$ cat src/rtl/shift_pkg.sv
// Shared definitions for the leading-count normalizer.
// Widths, ALU mode encodings and FSM states.
package shift_pkg;

  localparam int WIDTH_DEF = 32;
  localparam int STEP_DEF  = 4;

  localparam logic [1:0] MODE_CLZ = 2'b00;
  localparam logic [1:0] MODE_CLO = 2'b01;
  localparam logic [1:0] MODE_CLS = 2'b10;

  typedef enum logic [1:0] {
    ST_IDLE = 2'b00,
    ST_SCAN = 2'b01,
    ST_DONE = 2'b10
  } state_t;

endpackage

$ cat src/rtl/clz_step.sv
// STEP-bit leading-zero priority encoder.
// z is the zero run above the highest set bit.
module clz_step #(
  parameter int STEP = 4,
  parameter int ZW   = 2
) (
  input  logic [STEP-1:0] t_i,
  output logic [ZW-1:0]   z_o,
  output logic            all_zero_o
);

  // highest set bit wins: later iterations override
  always_comb begin
    z_o = '0;
    for (int i = 0; i < STEP; i++) begin
      if (t_i[i]) z_o = ZW'(STEP - 1 - i);
    end
  end

  assign all_zero_o = (t_i == '0);

endmodule

$ cat src/rtl/clz_normalizer.sv
// Iterative CLZ/CLO/CLS unit; emits shift count and normalized word.
// Scans STEP bits per cycle from the MSB.
module clz_normalizer
  import shift_pkg::*;
#(
  parameter int WIDTH = WIDTH_DEF,
  parameter int STEP  = STEP_DEF,
  parameter int CNT_W = $clog2(WIDTH) + 1
) (
  input  logic             clk,
  input  logic             rst_n,
  input  logic             in_valid,
  output logic             in_ready,
  input  logic [WIDTH-1:0] in_data,
  input  logic [1:0]       in_mode,
  output logic             out_valid,
  input  logic             out_ready,
  output logic [CNT_W-1:0] out_count,
  output logic [WIDTH-1:0] out_norm,
  output logic             out_zero
);

  localparam int ZW = (STEP > 1) ? $clog2(STEP) : 1;

  localparam logic [CNT_W-1:0] CNT_STEP = CNT_W'(STEP);
  localparam logic [CNT_W-1:0] CNT_LAST = CNT_W'(WIDTH - STEP);
  localparam logic [CNT_W-1:0] CNT_FULL = CNT_W'(WIDTH);

  state_t           state_q;
  logic [WIDTH-1:0] w_q;
  logic [WIDTH-1:0] s_q;
  logic [CNT_W-1:0] cnt_q;
  logic [CNT_W-1:0] count_q;
  logic [WIDTH-1:0] norm_q;
  logic             zero_q;

  logic [WIDTH-1:0] w_d;
  logic [STEP-1:0]  t;
  logic [ZW-1:0]    z;
  logic             all_zero;

  // scan word for the requested mode; mode 11 falls back to CLZ
  always_comb begin
    w_d = in_data;
    unique case (in_mode)
      MODE_CLO: w_d = ~in_data;
      MODE_CLS: w_d = (in_data ^ (in_data << 1)) | WIDTH'(1);
      default:  w_d = in_data;
    endcase
  end

  assign t = w_q[WIDTH-1 -: STEP];

  clz_step #(
    .STEP (STEP),
    .ZW   (ZW)
  ) u_step (
    .t_i        (t),
    .z_o        (z),
    .all_zero_o (all_zero)
  );

  // FSM plus scan datapath and result registers
  always_ff @(posedge clk or negedge rst_n) begin
    if (!rst_n) begin
      state_q <= ST_IDLE;
      w_q     <= '0;
      s_q     <= '0;
      cnt_q   <= '0;
      count_q <= '0;
      norm_q  <= '0;
      zero_q  <= 1'b0;
    end else begin
      unique case (state_q)
        ST_IDLE: begin
          if (in_valid) begin
            w_q     <= w_d;
            s_q     <= in_data;
            cnt_q   <= '0;
            state_q <= ST_SCAN;
          end
        end
        ST_SCAN: begin
          if (!all_zero) begin
            cnt_q   <= cnt_q + CNT_W'(z);
            s_q     <= s_q << z;
            count_q <= cnt_q + CNT_W'(z);
            norm_q  <= s_q << z;
            zero_q  <= 1'b0;
            state_q <= ST_DONE;
          end else if (cnt_q == CNT_LAST) begin
            cnt_q   <= CNT_FULL;
            s_q     <= '0;
            count_q <= CNT_FULL;
            norm_q  <= '0;
            zero_q  <= 1'b1;
            state_q <= ST_DONE;
          end else begin
            cnt_q <= cnt_q + CNT_STEP;
            w_q   <= w_q << STEP;
            s_q   <= s_q << STEP;
          end
        end
        ST_DONE: begin
          if (out_ready) state_q <= ST_IDLE;
        end
        default: state_q <= ST_IDLE;
      endcase
    end
  end

  assign in_ready  = (state_q == ST_IDLE);
  assign out_valid = (state_q == ST_DONE);
  assign out_count = count_q;
  assign out_norm  = norm_q;
  assign out_zero  = zero_q;

endmodule

$ cat config.mk
export PLATFORM = sky130hd
export DESIGN_NAME = clz_normalizer
export DESIGN_NICKNAME = d
export VERILOG_FILES = /design/src/rtl/shift_pkg.sv /design/src/rtl/clz_step.sv /design/src/rtl/clz_normalizer.sv
export SDC_FILE = /design/constraint.sdc
export NUM_CORES = 1
export LEC_CHECK = 0
export CAP_MARGIN = 20
export CORE_ASPECT_RATIO = 0.6
export CORE_MARGIN = 1
export CORE_UTILIZATION = 50
export DETAILED_ROUTE_END_ITERATION = 10
export GPL_TIMING_DRIVEN = 0
export PLACE_DENSITY = 0.72
export SETUP_SLACK_MARGIN = 0.1
export SYNTH_ARGS = -nofsm -noshare
export SYNTH_HDL_FRONTEND = slang
export SYNTH_SLANG_ARGS = --single-unit
$ cat constraint.sdc
create_clock -name clk -period 7.2 [get_ports clk]
set_clock_uncertainty 0.05 [all_clocks]
set_input_delay 1.08 -clock clk [delete_from_list [all_inputs] [get_ports clk]]
set_output_delay 1.08 -clock clk [all_outputs]
set_load 0.005 [all_outputs]
==> flow_metrics.env <==
export IMPL_power_switching_w=0.00169
export IMPL_dr_pass1_iters=7
export IMPL_endpoint_kind="output pin"
export IMPL_synth_cell_types=56
export IMPL_power_frac_clock=0.144
export IMPL_die_w_um=158
export IMPL_swShare=0.436
export IMPL_power_total_w=0.00388
export IMPL_clk_path_buf_depth=2
export IMPL_grtUsageMet2=0.502
export IMPL_ioPinCount=79
export IMPL_hpwl_mm=18.5
export IMPL_num_nets_final=907
export IMPL_synth_fp_nets=818
export IMPL_synth_compound_area_frac=0.299
export IMPL_finalHoldViolCount=0
export IMPL_cts_tree="built"
export IMPL_gr_max_usage_layer="met1"
export IMPL_hold_class="reg -> reg"
export IMPL_final_cell_mix="dfrtp_1 (111), clkdlybuf4s50_1 (76), a21oi_1 (65)"
export IMPL_synthAdderAreaFrac=0.0113
export IMPL_wl_per_cell_um=24.1
export IMPL_max_freq_ghz=0.282
export IMPL_finalCritPeriodShare=0.493
export IMPL_power_per_cell_area_nw_per_um2=450
export IMPL_clkSinkCount=111
export IMPL_synth_top_family_by_area="compound AO/OA/AOI/OAI gates"
export IMPL_grt_overflow=0
export IMPL_whs_path_depth=1
export IMPL_detail_route_antenna_nets=0
export IMPL_synthCells=774
export IMPL_clk_latency_ns=0.36
export IMPL_final_common_cell="dfrtp_1"
export IMPL_start_util=0.523
export IMPL_syn_area_um2=7280
export IMPL_synth_seq_cells=111
export IMPL_viasPerCell=6.82
export IMPL_wirelength_mm=25.5
export IMPL_drv_slew=0
export IMPL_cts_root_buffer="clkbuf_16"
export IMPL_h_tree_depth=3
export IMPL_drc=0
export IMPL_rr_worst_depth=10
export IMPL_p_int_w=0.00219
export IMPL_ys_warnings_count=0
export IMPL_power_frac_seq=0.312
export IMPL_gr_usage_all_layers=0.358
export IMPL_vias=7213
export IMPL_synth_area_per_cell_um2=9.40
export IMPL_drtIter0Drc=894
export IMPL_insertedDiodeCount=0
export IMPL_use_met3=0.0668
export IMPL_rsz0062_at_grt="false"
export IMPL_synth_main_ff_cell="dfrtp_1"
export IMPL_grt_pass1_wl_mm=40.0
export IMPL_post_cts_buffers=0
export IMPL_setup_viol=0
export IMPL_fp_dieArea_um2=15100
export IMPL_syn_to_final_growth_pct=18.7
export IMPL_grt_max_degree=74
export IMPL_arrival_ns=2.42
export IMPL_status="completed"
export IMPL_place_gp_congestion=0.926
export IMPL_leakagePower_nw=3.62
export IMPL_crit_type="reg -> out"
export IMPL_clk_pin_slew_worst_paths_ns=0.07
export IMPL_cap_violations=0
export IMPL_synth_xor_area_frac=0.00241
export IMPL_grt_pass1_vias=6760
export IMPL_synth_simple_area_share=0.158
export IMPL_muxShareOfSynthArea=0.0850
export IMPL_die_h_um=95.4
export IMPL_critical_path_required_ns=6.07
export IMPL_setup_tns_ns=0
export IMPL_synth_edff_count=0
export IMPL_crit_fanout=10
export IMPL_min_period_ns=3.55
export IMPL_tightestPinTransition_ns=1.06
export IMPL_ir_drop_v=0.000213
export IMPL_antenna_found_initial=0
export IMPL_start_kind="flip-flop"
export IMPL_use_met1=0.557
export IMPL_combPwrFrac=0.544
export IMPL_slew_headroom=0.291
export IMPL_fp_row_count=33
export IMPL_cts_buffers=9
export IMPL_ctsResizeCount=0
export IMPL_portBuffers=77
export IMPL_core_um2=13900
export IMPL_drive_gt1_frac=0.125
export IMPL_synth_async_reset_ratio=1.00
export IMPL_yosysSeqAreaShare=0.382
export IMPL_postCtsHoldBufs=0
## cell usage after synthesis, drive strengths merged (10+ instances only)
library cell  number  area share
dfrtp            111        0.38
o21ai             22       0.017
a2bb2oi           18       0.022
mux2              46       0.071
clkbuf            48       0.025
o2111ai           15       0.018
o211a             17       0.023
nand3             35       0.024
nor2              14      0.0072
nand2             49       0.025
buf               28       0.024
nor2b             54       0.046
or4               28       0.029
mux2i             10       0.014
inv               28       0.014
a22oi             10       0.010
a21bo             18       0.025
o221ai            25       0.030
a21oi             65       0.045
o211ai            47       0.048
## through the flow
step	hold slack [ns]	area (um2)	setup slack [ns]	instances	util
finish	0.430	8640	3.65	1058	0.621
global route	0.450	8640	3.56	1058	0.621
CTS	0.436	8640	3.69	1058	0.621
detailed placement	0.420	8320	3.47	1044	0.598
global placement	0.409	8290	0.593	1043	0.596
floorplan	0.408	7280	4.54	774	-
## area by class of cell
cell class              count  area, um2
multi-input cells         559       4040
repair buffers             78        800
flip-flops and latches    111       2780
clock buffers              11        253
inverters                  28        105
clock inverters             3       67.6
well taps                 192        240
plain buffers              76        353
fillers                  1181       5280
## state kept, by name (all words and copies together), names as in the netlist
register and flops:
cnt_q 6, out_count 6, out_norm 32, out_zero 1
s_q 32, state_q 2, w_q 32
## routing by layer
metal,up-vias,share of wire,routed length (um)
li1,3128,-,-
met1,3542,0.46,11700
met2,502,0.40,10300
met3,41,0.12,3070
met4,0,0.016,420
met5,-,0,0
## power by group through the flow
stage / sequential, W / combinational [W] / clock (W)
6_report: 0.00121 / 0.00211 / 0.000561
3_5_place_dp: 0.00120 / 0.00206 / 0
3_3_place_gp: 0.00119 / 0.00201 / 0
2_1_floorplan: 0.00112 / 0.00137 / 0
5_1_grt: 0.00125 / 0.00228 / 0.000583
4_1_cts: 0.00120 / 0.00207 / 0.000564
## cells by family (layout without fill, tap and decap cells)
family	after synthesis	after routing
xor+xnor	2	2
mux	56	56
compound gates	289	289
buf+inv	104	196
simple gates	206	206
fa+ha+maj	6	6
flops	111	111
## worst paths after layout
check	from	endpoint	slack, ns
max	state_q[0]	in_ready	3.65
min	out_norm[28]	out_norm[28]	0.43
max reg2reg	w_q[30]	out_count[5]	4.16
min reg2reg	out_norm[28]	out_norm[28]	0.43
max in group asynchronous	rst_n	w_q[2]	5.82
min in group asynchronous	rst_n	out_norm[23]	0.58
## worst max-delay path: stages, from the launching register on
cell and delay [ns]:
dfrtp_1 0.32, buf_2 0.18, clkbuf_1 0.43, clkbuf_1 0.53, nor2_1 0.12, clkdlybuf4s50_1 0.47
Note: power is estimated with default switching activity, not from simulation.
